`src/rtl/gcd_pkg.sv`:
```
// Shared definitions for the GCD job driver: FSM state encoding and default widths.
package gcd_pkg;

    localparam int DEF_WIDTH = 4;
    localparam int CNT_W     = 8;

    typedef enum logic [2:0] {
        ST_IDLE   = 3'd0,
        ST_LOAD   = 3'd1,
        ST_PULSE  = 3'd2,
        ST_GUARD  = 3'd3,
        ST_WAIT   = 3'd4,
        ST_RESULT = 3'd5
    } state_t;

endpackage

```
`src/rtl/gcd_pair_fifo.sv`:
```
// Operand-pair FIFO with registered full/empty flags and wrap-bit pointers.
module gcd_pair_fifo #(
    parameter int DW    = 8,
    parameter int DEPTH = 4
) (
    input  logic          clk_i,
    input  logic          rst_i,
    input  logic          push_i,
    input  logic [DW-1:0] wdata_i,
    input  logic          pop_i,
    output logic [DW-1:0] rdata_o,
    output logic          ready_o,
    output logic          empty_o
);
    localparam int AW = $clog2(DEPTH);

    logic [DW-1:0] mem_q [DEPTH];
    logic [AW:0]   wr_ptr_q, wr_ptr_d;
    logic [AW:0]   rd_ptr_q, rd_ptr_d;
    logic          empty_q, empty_d;
    logic          ready_q, full_d;
    logic          push_en, pop_en;

    // Ready is a registered not-full flag, so a pop on a full FIFO frees the
    // slot but cannot be used by a push in the same cycle.
    assign push_en = push_i & ready_q;
    assign pop_en  = pop_i & ~empty_q;

    always_comb begin
        wr_ptr_d = wr_ptr_q + {{AW{1'b0}}, push_en};
        rd_ptr_d = rd_ptr_q + {{AW{1'b0}}, pop_en};
        empty_d  = (wr_ptr_d == rd_ptr_d);
        full_d   = (wr_ptr_d[AW] != rd_ptr_d[AW]) &&
                   (wr_ptr_d[AW-1:0] == rd_ptr_d[AW-1:0]);
    end

    always_ff @(posedge clk_i or posedge rst_i) begin
        if (rst_i) begin
            wr_ptr_q <= '0;
            rd_ptr_q <= '0;
            empty_q  <= 1'b1;
            ready_q  <= 1'b0;
        end else begin
            wr_ptr_q <= wr_ptr_d;
            rd_ptr_q <= rd_ptr_d;
            empty_q  <= empty_d;
            ready_q  <= ~full_d;
        end
    end

    always_ff @(posedge clk_i) begin
        if (push_en) begin
            mem_q[wr_ptr_q[AW-1:0]] <= wdata_i;
        end
    end

    assign rdata_o = mem_q[rd_ptr_q[AW-1:0]];
    assign ready_o = ready_q;
    assign empty_o = empty_q;

endmodule

```
`src/rtl/gcd_job_driver.sv`:
```
// Initiator for a GCD unit: buffers operand pairs, runs the START/DONE
// handshake with guard and timeout, and returns results on valid/ready.
module gcd_job_driver
    import gcd_pkg::*;
#(
    parameter int WIDTH     = DEF_WIDTH,
    parameter int DEPTH     = 4,
    parameter int START_CYC = 2,
    parameter int GUARD_CYC = 2,
    parameter int TIMEOUT   = 255
) (
    input  logic             CLK,
    input  logic             RESET,
    input  logic             IN_VALID,
    output logic             IN_READY,
    input  logic [WIDTH-1:0] X_IN,
    input  logic [WIDTH-1:0] Y_IN,
    output logic [WIDTH-1:0] X,
    output logic [WIDTH-1:0] Y,
    output logic             START,
    input  logic [WIDTH-1:0] GCD_OUT,
    input  logic             DONE,
    output logic             RES_VALID,
    input  logic             RES_READY,
    output logic [WIDTH-1:0] RES_GCD,
    output logic             RES_ERR,
    output logic             BUSY
);
    localparam logic [CNT_W-1:0] START_LAST = CNT_W'(START_CYC - 1);
    localparam logic [CNT_W-1:0] GUARD_LAST = CNT_W'(GUARD_CYC - 1);
    localparam logic [CNT_W-1:0] WAIT_LAST  = CNT_W'(TIMEOUT - 1);

    state_t             state_q, state_d;
    logic [CNT_W-1:0]   cnt_q, cnt_d;
    logic [WIDTH-1:0]   x_q, x_d, y_q, y_d;
    logic [WIDTH-1:0]   res_gcd_q, res_gcd_d;
    logic               res_err_q, res_err_d;
    logic [2*WIDTH-1:0] head;
    logic               fifo_empty, fifo_ready, fifo_pop;

    assign fifo_pop = (state_q == ST_IDLE);

    gcd_pair_fifo #(
        .DW    (2 * WIDTH),
        .DEPTH (DEPTH)
    ) u_fifo (
        .clk_i   (CLK),
        .rst_i   (RESET),
        .push_i  (IN_VALID),
        .wdata_i ({X_IN, Y_IN}),
        .pop_i   (fifo_pop),
        .rdata_o (head),
        .ready_o (fifo_ready),
        .empty_o (fifo_empty)
    );

    always_comb begin
        state_d   = state_q;
        cnt_d     = cnt_q;
        x_d       = x_q;
        y_d       = y_q;
        res_gcd_d = res_gcd_q;
        res_err_d = res_err_q;
        case (state_q)
            ST_IDLE: begin
                if (!fifo_empty) begin
                    x_d     = head[2*WIDTH-1:WIDTH];
                    y_d     = head[WIDTH-1:0];
                    state_d = ST_LOAD;
                end
            end
            ST_LOAD: begin
                // gcd(0,n) = n needs no trip through the GCD unit
                if (x_q == '0 || y_q == '0) begin
                    res_gcd_d = x_q | y_q;
                    res_err_d = 1'b0;
                    state_d   = ST_RESULT;
                end else begin
                    cnt_d   = '0;
                    state_d = ST_PULSE;
                end
            end
            ST_PULSE: begin
                if (cnt_q == START_LAST) begin
                    cnt_d   = '0;
                    state_d = (GUARD_CYC == 0) ? ST_WAIT : ST_GUARD;
                end else begin
                    cnt_d = cnt_q + 1'b1;
                end
            end
            ST_GUARD: begin
                if (cnt_q == GUARD_LAST) begin
                    cnt_d   = '0;
                    state_d = ST_WAIT;
                end else begin
                    cnt_d = cnt_q + 1'b1;
                end
            end
            ST_WAIT: begin
                if (DONE) begin
                    res_gcd_d = GCD_OUT;
                    res_err_d = 1'b0;
                    state_d   = ST_RESULT;
                end else if (cnt_q == WAIT_LAST) begin
                    res_gcd_d = '0;
                    res_err_d = 1'b1;
                    state_d   = ST_RESULT;
                end else begin
                    cnt_d = cnt_q + 1'b1;
                end
            end
            ST_RESULT: begin
                if (RES_READY) begin
                    state_d = ST_IDLE;
                end
            end
            default: state_d = ST_IDLE;
        endcase
    end

    always_ff @(posedge CLK or posedge RESET) begin
        if (RESET) begin
            state_q   <= ST_IDLE;
            cnt_q     <= '0;
            x_q       <= '0;
            y_q       <= '0;
            res_gcd_q <= '0;
            res_err_q <= 1'b0;
        end else begin
            state_q   <= state_d;
            cnt_q     <= cnt_d;
            x_q       <= x_d;
            y_q       <= y_d;
            res_gcd_q <= res_gcd_d;
            res_err_q <= res_err_d;
        end
    end

    // Status outputs decode the state register so they clear with RESET at once.
    assign X         = x_q;
    assign Y         = y_q;
    assign START     = (state_q == ST_PULSE);
    assign RES_VALID = (state_q == ST_RESULT);
    assign RES_GCD   = res_gcd_q;
    assign RES_ERR   = res_err_q;
    assign BUSY      = (state_q != ST_IDLE) | ~fifo_empty;
    assign IN_READY  = fifo_ready;

endmodule

```
`config.mk`:
```
export PLATFORM = sky130hd
export DESIGN_NAME = gcd_job_driver
export DESIGN_NICKNAME = d
export VERILOG_FILES = /design/src/rtl/gcd_pkg.sv /design/src/rtl/gcd_pair_fifo.sv /design/src/rtl/gcd_job_driver.sv
export SDC_FILE = /design/constraint.sdc
export NUM_CORES = 1
export LEC_CHECK = 0
export ABC_AREA = 1
export CELL_PAD_IN_SITES_DETAIL_PLACEMENT = 1
export CELL_PAD_IN_SITES_GLOBAL_PLACEMENT = 2
export CORE_ASPECT_RATIO = 2
export CORE_MARGIN = 1
export CORE_UTILIZATION = 33
export CTS_BUF_LIST = sky130_fd_sc_hd__clkbuf_4
export DETAILED_ROUTE_END_ITERATION = 8
export PLACE_DENSITY = 0.78
export SETUP_SLACK_MARGIN = 0.4
export SYNTH_ARGS = -nofsm -noshare
export SYNTH_HDL_FRONTEND = slang
export SYNTH_SLANG_ARGS = --single-unit
export TNS_END_PERCENT = 10
```
`constraint.sdc`:
```
create_clock -name CLK -period 1.81 [get_ports CLK]
set_input_delay 0.2715 -clock CLK [delete_from_list [all_inputs] [get_ports CLK]]
set_output_delay 0.2715 -clock CLK [all_outputs]
set_load 0.01 [all_outputs]
```
Yosys cells after proc, flatten, opt, wreduce, memory -nomap -nowiden
Memory sizes are Yosys's and may differ from the RTL's. A register that Yosys moved wholly into a read port is not among the register bits.
Cells that the tools add are included.
{"block": "op_classes", "n_addsub": 3, "eq_ne": 19, "n_mux": 23, "n_bitwise": 6, "n_reduce_logical": 13}
{"cell": "two-way mux 8 bit", "n": 4}
{"cell": "case mux 8 bit (3 select lines)", "n": 1}
{"cell": "two-way mux 3 bit", "n": 7}
{"cell": "case mux 3 bit (6 select lines)", "n": 1}
{"cell": "two-way mux 4 bit", "n": 3}
{"cell": "!= test 2 bit (second input constant)", "n": 6}
{"cell": "adder 8 x 1 -> 8 bit (second input constant)", "n": 1}
{"cell": "equality test 8 x 1 -> 1 bit (second input constant)", "n": 1}
{"cell": "equality test 8 bit (second input constant)", "n": 1}
{"cell": "zero test 4 bit", "n": 2}
{"cell": "case mux 4 bit (2 select lines)", "n": 1}
{"cell": "adder 3 x 1 -> 3 bit", "n": 2}
{"cell": "equality test 3 x 2 -> 1 bit (second input constant)", "n": 2}
{"cell": "equality test 3 bit (second input constant)", "n": 2}
{"cell": "nonzero test 3 bit", "n": 2}
{"cell": "two-way mux 1 bit", "n": 5}
{"cell": "AND reduction 5 bit", "n": 1}
{"cell": "!= test 2 x 1 -> 1 bit (second input constant)", "n": 2}
{"cell": "OR 4 bit", "n": 1}
{"cell": "AND reduction 4 bit", "n": 1}
{"cell": "equality test 3 x 1 -> 1 bit (second input constant)", "n": 1}
{"cell": "equality test 3 bit", "n": 1}
{"cell": "zero test 3 bit", "n": 1}
{"cell": "!= test 3 bit (second input constant)", "n": 1}
{"cell": "12 further kinds", "n": 14}
{"block": "word_totals", "ff_bits": 24, "ramBits": 32, "inputBits": 17, "output_inout_bits": 17, "wordCells": 73, "memories": 1}
{"name": "u_fifo.mem_q", "depth": 4, "word_bits": 8, "read_ports": 1, "rd_clocked_by_memory_dff": 1, "wr": 1, "line_no": "gcd_pair_fifo.sv:17", "text": "logic [DW-1:0] mem_q [DEPTH];"}

Depth between registers and ports, before layout
Gate-level depths: netlist of the first run.
{"block": "logic_depth", "depth_word": 6, "mapped_depth": 10, "ltp_nobuf": 10}

Hierarchy
A second synthesis of the first run with hierarchy kept.
{"block": "hier_totals", "cells_unflattened": 384, "hier_area_um2": 3304.4}
{"module": "gcd_pair_fifo", "n_inst": 1, "cells_each": 149, "area_per_inst_um2": 1701.6, "seq_area_each_um2": 1162.4}
{"module": "gcd_job_driver", "n_inst": 1, "cells_each": 235, "area_per_inst_um2": 1602.8, "seq_area_each_um2": 600.6}

Least setup slack after synthesis of the first run
No wires, ideal clock.
{"block": "synth_timing", "path_kind": "register -> register", "startpoint": "register state_q[0]", "endpoint": "register u_fifo.ready_q (netlist: u_fifo.ready_o)", "setup_time_ns": 0.136, "arrival_ns": 1.830, "required_ns": 1.674, "path_slack_ns": -0.156, "path_stages_with_launch": 10, "path_buffers": 1, "synth_period_minus_slack_ns": 1.966, "path_cell_list": "dfrtp_1 -> nor2_1 -> nand2_1 -> nor2_2 -> buf_4 -> ha_1 -> ha_1 -> xor2_1 -> xor2_1 -> nand4_1"}
{"block": "synth_between", "elab_chain_cells": 6, "elab_cells_between_ends": 7, "classes_between": "add/sub (1); eq/ne (2); bitwise (2); reduce/logical (2)"}
{"element": "from (decl)", "line_no": "gcd_job_driver.sv:33", "text": "state_t state_q, state_d;"}
{"element": "from (signal assigned)", "line_no": "gcd_job_driver.sv:130", "text": "state_q <= state_d;"}
{"element": "zero test 3 bit", "line_no": "gcd_job_driver.sv:41", "text": "assign fifo_pop = (state_q == ST_IDLE);"}
{"element": "AND 1 bit", "line_no": "gcd_pair_fifo.sv:27", "text": "assign pop_en = pop_i & ~empty_q;"}
{"element": "named net u_fifo.pop_en", "line_no": "gcd_pair_fifo.sv:22", "text": "logic push_en, pop_en;"}
{"element": "adder 3 x 1 -> 3 bit", "line_no": "gcd_pair_fifo.sv:31", "text": "rd_ptr_d = rd_ptr_q + {{AW{1'b0}}, pop_en};"}
{"element": "named net u_fifo.rd_ptr_d[2]", "line_no": "gcd_pair_fifo.sv:19", "text": "logic [AW:0] rd_ptr_q, rd_ptr_d;"}
{"element": "!= test 1 bit", "line_no": "gcd_pair_fifo.sv:33", "text": "full_d = (wr_ptr_d[AW] != rd_ptr_d[AW]) &&"}
{"element": "logical AND 1 bit", "line_no": "gcd_pair_fifo.sv:33"}
{"element": "NOT 1 bit", "line_no": "gcd_pair_fifo.sv:47", "text": "ready_q <= ~full_d;"}
{"element": "to (signal assigned)", "line_no": "gcd_pair_fifo.sv:47"}
{"element": "to (decl)", "line_no": "gcd_pair_fifo.sv:21", "text": "logic ready_q, full_d;"}
The timed path passes the listed nets, and every way through them passes these cells.
A chain may end at the register's enable or synchronous reset.

Worst setup path after layout of the first run
{"block": "layout_timing", "startpoint": "register state_q[0]", "endpoint": "register u_fifo.ready_q (netlist: u_fifo.ready_o)"}
{"block": "layout_between", "elab_chain_cells": 6, "elab_cells_between_ends": 7, "classes_between": "add/sub (1); eq/ne (2); bitwise (2); reduce/logical (2)"}
{"element": "zero test 3 bit", "line_no": "gcd_job_driver.sv:41"}
{"element": "AND 1 bit", "line_no": "gcd_pair_fifo.sv:27"}
{"element": "adder 3 x 1 -> 3 bit", "line_no": "gcd_pair_fifo.sv:31"}
{"element": "named net u_fifo.rd_ptr_d[2]", "line_no": "gcd_pair_fifo.sv:19"}
{"element": "!= test 1 bit", "line_no": "gcd_pair_fifo.sv:33"}
{"element": "logical AND 1 bit", "line_no": "gcd_pair_fifo.sv:33"}
{"element": "NOT 1 bit", "line_no": "gcd_pair_fifo.sv:47"}
The timed path passes the listed nets, and every way through them passes these cells.

==> results of run 1 <==
[timing repair]
item	4_1_cts	5_1_grt
setup endpoints to repair	38	44
pin swaps	6	29
buffers inserted	9	3
gates resized for setup	18	78
[worst max path at each step]
stage / start / endpoint / slack, ns / cells after the start
after global routing: state_q[0] / u_fifo.ready_o / -0.06 / 9
after floorplan: state_q[1] / u_fifo.ready_o / -0.002 / 9
after detailed placement: IN_VALID / u_fifo.ready_o / -0.05 / 8
after global placement: IN_VALID / u_fifo.ready_o / 0.04 / 8
final: state_q[0] / u_fifo.ready_o / 0.04 / 9
after CTS: state_q[0] / u_fifo.ready_o / 0.03 / 9
[where the power goes]
part / total, mW / switching [mW] / internal [mW]
logic: 3.13 / 1.71 / 1.42
registers: 2.27 / 0.299 / 1.97
clock network: 0.973 / 0.554 / 0.419
total: 6.38 / 2.56 / 3.82
[cell families (layout without fill, tap and decap cells)]
logic type / count (synthesis) / count (layout) / share of synthesized area
AND/OR/NAND/NOR: 144 / 144 / 0.201
XOR/XNOR: 5 / 5 / 0.0147
adder cells (fa/ha/maj): 7 / 7 / 0.0293
AO/OA/AOI/OAI: 56 / 56 / 0.116
other: 0 / 1 / 0
flip-flops: 64 / 64 / 0.590
buffers and inverters: 36 / 111 / 0.0494
[area by class of cell]
type	instances	area, µm²
antenna	1	2.50
clock buffer	9	67.6
clock inverter	7	72.6
fill	961	4620
inverter	30	115
multi-input combinational	212	1340
sequential	64	1770
tap	100	125
timing repair buffer	65	604
[routing by layer]
| layer | GRT usage | wire length [µm] |
|---|---|---|
| met4 | 0.0805 | 156 |
| met3 | 0.0412 | 184 |
| met5 | 0 | 0 |
| met1 | 0.162 | 2730 |
| met2 | 0.333 | 4350 |
[flip-flops by register name (all words and copies together), names as in the netlist]
signal,cells
u_fifo.empty_o,1
u_fifo.mem_q,32
u_fifo.ready_o,1
cnt_q,8
X,4
u_fifo.rd_ptr_q,3
RES_GCD,4
state_q,3
Y,4
u_fifo.wr_ptr_q,3
RES_ERR,1
[synthesized netlist by cell type]
library cell  number
dfstp_2            1
buf_2              1
nor3_1             5
o21ai_1            2
a21oi_1            1
o21ai_0           31
xor2_1             4
or2_2              1
ha_1               7
o21bai_1           2
buf_4              1
inv_1             29
nor2_2             3
nand3_2            2
nand2_1           70
o21a_1             9
xnor2_1            1
nand3_1           14
nor2_1            44
edfxtp_1          32
o211ai_1           3
dfrtp_1           31
clkbuf_1           3
nand2_2            1
a2bb2oi_1          8
buf_6              1
nand4_1            4
inv_2              1
[stage by stage]
stage	worst slack, ns	utilization	power (mW)	instance area, µm²	hold WS (ns)
after floorplan	-0.00201	-	3.97	3040	0.370
after global placement	0.0402	0.414	4.92	3610	0.462
after detailed placement	-0.0462	0.414	5.02	3610	0.467
after CTS	0.0308	0.440	6.18	3830	0.217
after global routing	-0.0575	0.470	6.87	4090	0.247
final	0.0412	0.470	6.38	4090	0.222
[worst max-delay path, cell delays in order, from the launching register on]
cell and delay [ns]:
dfrtp_1 0.42, nor2_2 0.15, nand2_2 0.10, buf_6 0.13, nor2_4 0.10, ha_4 0.15
ha_4 0.15, xor2_4 0.19, xor2_2 0.17, nand4_1 0.10
==> run_results.csv, run 1 <==
group,metric,value,unit
outcome,status,"completed",
critical_path,arrival,2.08,ns
final_layout,nets,406,
global_routing,antenna_found_initial,1,
critical_path,crit_required,2.12,ns
floorplan,start_util,0.343,
clock_network,clock_tree.root_cell,"clkbuf_4",
placed_design,dp_cells,459,
routing,viasPerCell,4.89,
sta,rsz0062_at_grt,"true",
synth,synth_area,2990,µm²
sta,tightest_slew,0.456,ns
routing,first_iter_violations,86,
floorplan,die_area,9460,µm²
pwr,ir_drop,0.00108,V
job,drv_cap,0,
placed_design,io_buffers,33,
sta,final.min_clock_period,1.77,ns
sta,final.setup.tns,0,ns
synth,ys.warnings.count,0,
synth,synth_cell_type_count,28,
global_routing,grt_max_degree,33,
synth,synth_top_area_frac,0.322,
clock_network,cts.htree.levels,3,
final_layout,final_cells,488,
clock_network,clock_latency,0.43,ns
critical_path,endpoint_kind,"flop",
synth,synth_area_per_cell,9.57,µm²
routing,drc_errors,0,
clock_network,cts_made_buffers,9,
clock_network,cts_tree,"done",
clock_network,numClockSinks,64,
critical_path,ff2ff_setup_slack,0.04,ns
sta,setup_violations,0,
synth,yosys_register_bits,64,
synth,synth_top_area_cell,"edfxtp_1",
synth,ys_top_cells_by_area,"edfxtp_1 (32%), dfrtp_1 (26%), nand2_1 (8.8%)",
critical_path,rr_worst_depth,9,
routing,firstDrtPassIters,3,
sta,slew_violations,0,
sta,slew_headroom,0.695,
clock_network,hold_buffers,0,
floorplan,num_rows,48,
placed_design,hpwl,5550,µm
sta,fin_skew,0.0142,ns
routing,drt.antenna.violating_nets,0,
sta,fmax,565,MHz
synth,syn_nets,336,
sta,hold_viol,0,
routing,num_vias,2385,
final_layout,synthToLayoutAreaGrowth,37.0,%
global_routing,grt_pass1_wl,12200,µm
routing,wirelength,7420,µm
critical_path,r2r_end,"u_fifo.ready_o",
critical_path,timing.rr.start,"state_q[0]",
global_routing,grtUsageTotal,0.170,
worst_hold_path,hold_path_class,"in2async",
global_routing,grt_pass1_vias,2534,
final_layout,drive_gt1_frac,0.276,
floorplan,die_x,69.3,µm
final_layout,final_cell_mix,"nand2_1 (54), nor2_1 (35), edfxtp_1 (32), buf_4 (30), dfrtp_1 (27)",
placed_design,gp_congestion,0.780,
pwr,power_density,1560,nW/µm²
synth,synthCells,312,
floorplan,ioPinCount,34,
sta,fin_crit_sh,0.977,
final_layout,final_common_cell,"nand2_1",
critical_path,cp_max_fo,2,
routing,wl_per_cell,15.2,µm
global_routing,grt_overflow,0,
clock_network,cts.reportedPaths.clkPinSlew,0.11,ns
floorplan,dieHeight,137,µm
floorplan,coreArea,8710,µm²
synth,yosysSeqAreaShare,0.590,
critical_path,criticalPathCategory,"reg2reg",
clock_network,clock_path_buffers,2,
pwr,power_leakage,1.83,nW
critical_path,cp-start-kind,"flop",
Note: power is estimated with default switching activity, not from simulation.
==> run 2, diff against run 1 <==
--- a/config.mk
+++ b/config.mk
@@ -13,6 +13,7 @@
 export CORE_UTILIZATION = 33
 export CTS_BUF_LIST = sky130_fd_sc_hd__clkbuf_4
 export DETAILED_ROUTE_END_ITERATION = 8
+export GPL_TIMING_DRIVEN = 0
 export PLACE_DENSITY = 0.78
 export SETUP_SLACK_MARGIN = 0.4
 export SYNTH_ARGS = -nofsm -noshare
==> constraint.sdc (replaced) <==
create_clock -name CLK -period 1.81 [get_ports CLK]
set_input_delay 0.2715 -clock CLK [delete_from_list [all_inputs] [get_ports CLK]]
set_output_delay 0.2715 -clock CLK [all_outputs]
set_load 0.02 [all_outputs]
==> run 2 against run 1 <==
Against the previous run: the flow now finishes with violations (setup timing); via count grew 0.75%; worst hold slack better by 0.090 ns; power rose by 6.3%; register-to-register slack lost 0.05 ns; clock-buffer cell count is the same; wire length rose by 6.4%; worst setup slack worse by 0.051 ns; final area shrank 2.6%.
==> run_results.csv, run 2 (synthesis gave the netlist of run 1 again) <==
group,metric,value,unit
outcome,status,"finished with violations",
outcome,violations,"setup timing",
pwr,power_density,1700,nW/µm²
critical_path,cp-start-kind,"flop",
placed_design,hpwl,5820,µm
pwr,p_total,6.78,mW
floorplan,start_util,0.343,
sta,rsz0062_at_grt,"true",
global_routing,grt_overflow,0,
floorplan,num_rows,48,
final_layout,nets,396,
routing,wirelength,7890,µm
final_layout,synthToLayoutAreaGrowth,33.4,%
clock_network,clock_path_buffers,2,
routing,wl_per_cell,16.5,µm
sta,whs,0.312,ns
clock_network,cts.reportedPaths.clkPinSlew,0.12,ns
floorplan,ioPinCount,34,
placed_design,dpl_cell_area,3500,µm²
sta,finalWorstSetupSlack,-0.00977,ns
floorplan,dieHeight,137,µm
sta,final.min_clock_period,1.82,ns
clock_network,clock_latency,0.42,ns
worst_hold_path,hold_path_class,"in2async",
final_layout,fin_util,0.458,
routing,first_iter_violations,63,
critical_path,cp_max_fo,3,
routing,num_vias,2403,
sta,fmax,550,MHz
global_routing,antenna_found_initial,1,
clock_network,cts_tree,"done",
final_layout,drive_gt1_frac,0.286,
sta,fin_crit_sh,1.01,
sta,fin_skew,0.0105,ns
critical_path,criticalPathCategory,"reg2reg",
global_routing,grt_max_degree,33,
final_layout,final_common_cell,"nand2_1",
floorplan,die_area,9460,µm²
global_routing,grt_pass1_vias,2595,
sta,slew_violations,0,
critical_path,endpoint_kind,"flop",
routing,drt.antenna.violating_nets,0,
pwr,ir_drop,0.00103,V
critical_path,arrival,2.12,ns
sta,hold_viol,0,
critical_path,crit_required,2.11,ns
routing,drc_errors,0,
clock_network,clock_tree.root_cell,"clkbuf_4",
placed_design,gp_congestion,0.722,
sta,setup_violations,1,
placed_design,io_buffers,33,
pwr,power_leakage,1.66,nW
final_layout,final_area,3990,µm²
clock_network,cts.htree.levels,3,
clock_network,hold_buffers,0,
job,drv_cap,0,
floorplan,coreArea,8710,µm²
final_layout,final_cell_mix,"nand2_1 (58), nor2_1 (37), edfxtp_1 (32), dfrtp_1 (25)",
clock_network,numClockSinks,64,
global_routing,grt_pass1_wl,12800,µm
sta,slew_headroom,0.495,
final_layout,largest_register_ffs,32,
sta,final.setup.tns,-0.00977,ns
global_routing,grtUsageTotal,0.180,
routing,firstDrtPassIters,4,
sta,tightest_slew,0.756,ns
floorplan,die_x,69.3,µm
routing,viasPerCell,5.03,
clock_network,cts_made_buffers,9,
run 2: cell count changes in the layout (fill, tap and decap cells not counted), moves of 4 or more:
cell	change
clkbuf_2	+5
nand2_2	-4
nor3_4	+5
nor3_1	-4
buf_2	+9
buf_4	-15
nand2_1	+4
dlymetal6s2s_1	-14
run 2: cell type report:
| class | count | area, µm² |
|---|---|---|
| diodes | 1 | 2.50 |
| fillers | 976 | 4720 |
| flip-flops and latches | 64 | 1770 |
| clock inverters | 7 | 96.3 |
| repair buffers | 49 | 397 |
| well taps | 100 | 125 |
| inverters | 30 | 121 |
| clock buffers | 9 | 67.6 |
| multi-input cells | 212 | 1360 |
| plain buffers | 6 | 43.8 |
run 2: timing repair:
action | 4_1_cts | 5_1_grt
buffers inserted | 13 | 3
pin swaps | 22 | 21
gates resized for setup | 112 | 28
setup endpoints to repair | 92 | 62
run 2: layer usage:
layer | wire length, µm | vias up | global-route usage
met5 | 0 | - | 0
li1 | - | 1172 | -
met1 | 2740 | 1179 | 0.166
met3 | 171 | 14 | 0.0339
met4 | 191 | 0 | 0.0930
met2 | 4790 | 38 | 0.361
run 2: worst paths after layout:
| check | from | to | slack [ns] | cells after the start |
|---|---|---|---|---|
| max in group asynchronous | RESET | state_q[1] | 1.04 | 2 |
| worst min register to register | u_fifo.wr_ptr_q[2] | u_fifo.wr_ptr_q[2] | 0.51 | 1 |
| worst min-delay path | RESET | cnt_q[0] | 0.31 | 2 |
| min in group CLK | Y_IN[3] | u_fifo.mem_q[0][3] | 0.48 | 1 |
| worst max-delay path | state_q[0] | u_fifo.ready_o | -0.01 | 9 |
| worst max register to register | state_q[0] | u_fifo.ready_o | -0.01 | 9 |
run 2: power breakdown:
group	switching (mW)	total, mW	internal [mW]
sequential	0.421	2.40	1.98
combinational	1.88	3.27	1.39
clock	0.554	1.11	0.559
total	2.85	6.78	3.93
run 2: worst max-delay path, cell delays in order (launching register included):
cell and delay (ns):
dfrtp_2 0.45, nor2_4 0.14, nand2_4 0.09, nor2_4 0.12
buf_8 0.12, ha_4 0.13, ha_4 0.14, xor2_4 0.19
xor2_2 0.18, nand4_1 0.13
run 2: stage by stage:
step	instances	setup slack, ns
global placement	445	-0.446
CTS	474	-0.0374
global route	478	-0.0921
detailed placement	445	-0.585
finish	478	-0.00977
floorplan	312	-0.00201
==> run 3, diff against run 2 <==
--- a/config.mk
+++ b/config.mk
@@ -6,6 +6,7 @@
 export NUM_CORES = 1
 export LEC_CHECK = 0
 export ABC_AREA = 1
+export CAP_MARGIN = 30
 export CELL_PAD_IN_SITES_DETAIL_PLACEMENT = 1
 export CELL_PAD_IN_SITES_GLOBAL_PLACEMENT = 2
 export CORE_ASPECT_RATIO = 2
==> run 3 against run 2 <==
Against the previous run: the run now ends clean; largest power group unchanged; first-iteration DRC count up 32%; global-route usage up 0.14 points; sequential power barely moved; sequential cell count did not move; final cell count grew 1.3%.
==> run_results.csv, run 3 (synthesis gave the netlist of run 1 again) <==
group,metric,value,unit
global_routing,grt_pass1_wl,12800,µm
placed_design,place_ws,-0.353,ns
critical_path,critPathBufInv,3,
clock_network,cts.reportedPaths.clkPinSlew,0.13,ns
global_routing,busiest_layer,"met2",
floorplan,coreArea,8710,µm²
pwr,clkPwrFrac,0.146,
critical_path,path_delay_family,"flip-flops",
placed_design,dp_cells,450,
clock_network,numClockSinks,64,
pwr,power_switching,2.88,mW
critical_path,endpoint_kind,"primary output",
pwr,p_comb_frac,0.503,
pwr,power_leakage,1.68,nW
critical_path,criticalPathCategory,"reg2out",
routing,wl_per_cell,16.4,µm
critical_path,cp-start-kind,"flop",
clock_network,clock_latency,0.43,ns
worst_hold_path,hold_path_class,"in2async",
routing,firstDrtPassIters,4,
routing,wirelength,7930,µm
critical_path,path_cells,"nor2_4, nand2_4, buf_4, nor2_4, inv_2, buf_6",
sta,final.setup.tns,0,ns
floorplan,die_x,69.3,µm
global_routing,grt_overflow,0,
critical_path,arrival,1.52,ns
clock_network,cts_made_buffers,9,
final_layout,final_area,4050,µm²
sta,fin_crit_sh,0.990,
clock_network,cts_tree,"done",
final_layout,final_cell_mix,"nand2_1 (56), nor2_1 (35), edfxtp_1 (32), dfrtp_1 (24), o21ai_0 (22)",
critical_path,slowest_delay,0.45,ns
sta,final.min_clock_period,1.79,ns
floorplan,dieHeight,137,µm
clock_network,hold_buffers,0,
placed_design,gp_congestion,0.722,
floorplan,start_util,0.343,
global_routing,grt_util_met2,0.359,
critical_path,critPathSlowestCell,"dfrtp_2",
placed_design,hpwl,5810,µm
sta,tightest_slew,0.544,ns
outcome,status,"completed",
pwr,p_seq_frac,0.351,
sta,rsz0062_at_grt,"true",
final_layout,largest_register_ffs,32,
floorplan,ioPinCount,34,
routing,first_iter_violations,83,
placed_design,dpl_cell_area,3540,µm²
pwr,p_sw_frac,0.428,
clock_network,cts.htree.levels,3,
global_routing,grtUsageTotal,0.181,
global_routing,grt_max_degree,22,
job,drv_cap,0,
final_layout,nets,402,
sta,fmax,558,MHz
final_layout,synthToLayoutAreaGrowth,35.5,%
routing,drc_errors,0,
global_routing,antenna_found_initial,1,
pwr,power_density,1670,nW/µm²
final_layout,drive_gt1_frac,0.329,
routing,drt.antenna.violating_nets,0,
routing,viasPerCell,5.00,
floorplan,num_rows,48,
floorplan,die_area,9460,µm²
final_layout,final_cells,484,
clock_network,clock_tree.root_cell,"clkbuf_4",
final_layout,final_common_cell,"nand2_1",
sta,slew_headroom,0.637,
pwr,ir_drop,0.000819,V
placed_design,io_buffers,33,
clock_network,clock_path_buffers,2,
global_routing,grt_util_met1,0.172,
critical_path,crit_required,1.54,ns
sta,hold_viol,0,
critical_path,cpMostUsedCell,"nor2_4",
routing,num_vias,2421,
critical_path,cp_max_fo,3,
sta,slew_violations,0,
sta,fin_skew,0.0212,ns
sta,setup_violations,0,
sta,finalWorstSetupSlack,0.0180,ns
global_routing,grt_pass1_vias,2533,
pwr,p_int,3.86,mW
final_layout,fillers,987,
global_routing,grt_util_met3,0.0383,
[run 3: final timing paths]
kind	startpoint	to	slack [ns]	depth (start not counted)
min in group CLK	Y_IN[3]	u_fifo.mem_q[0][3]	0.48	1
min reg2reg	RES_ERR	RES_ERR	0.50	2
max in group asynchronous	RESET	RES_GCD[1]	1.10	3
min	RESET	cnt_q[2]	0.17	2
max reg2reg	state_q[1]	u_fifo.ready_o	0.04	9
max	state_q[1]	BUSY	0.02	6
[run 3: layer usage]
layer  up-vias  wire length [µm]  share of wire
met4         0               235          0.030
met5         -                 0              0
met2        38              4780           0.60
li1       1182                 -              -
met3        17               183          0.023
met1      1184              2740           0.34
[run 3: power groups by stage]
| stage | Combinational (mW) | Sequential (mW) | Clock [mW] |
|---|---|---|---|
| final | 3.39 | 2.37 | 0.985 |
| after global routing | 3.76 | 2.43 | 1.08 |
| after CTS | 3.01 | 2.36 | 1.03 |
| after detailed placement | 2.71 | 2.39 | 0 |
| after global placement | 2.62 | 2.38 | 0 |
| after floorplan | 1.66 | 2.43 | 0 |
[run 3: area by class of cell]
class / count / area [µm²] / share of cell area
Sequential cell: 64 / 1770 / 0.438
Buffer: 6 / 46.3 / 0.0114
Clock buffer: 9 / 67.6 / 0.0167
Clock inverter: 7 / 72.6 / 0.0179
Inverter: 30 / 125 / 0.0309
Timing Repair Buffer: 55 / 448 / 0.111
Tap cell: 100 / 125 / 0.0309
Antenna cell: 1 / 2.50 / 0.000618
Multi-Input combinational cell: 212 / 1390 / 0.343
[run 3: timing repair]
item | CTS | global route
cloned | 0 | 1
setup buffers | 8 | 8
gates resized for setup | 103 | 64
pin swaps | 19 | 24
setup endpoints to repair | 70 | 62
[run 3: per-stage QoR]
stage,hold WS [ns],utilization,power [mW]
finish,0.169,0.465,6.74
CTS,0.155,0.442,6.40
global route,0.199,0.465,7.26
detailed placement,0.465,0.406,5.10
global placement,0.461,0.401,5.00
floorplan,0.370,-,4.09
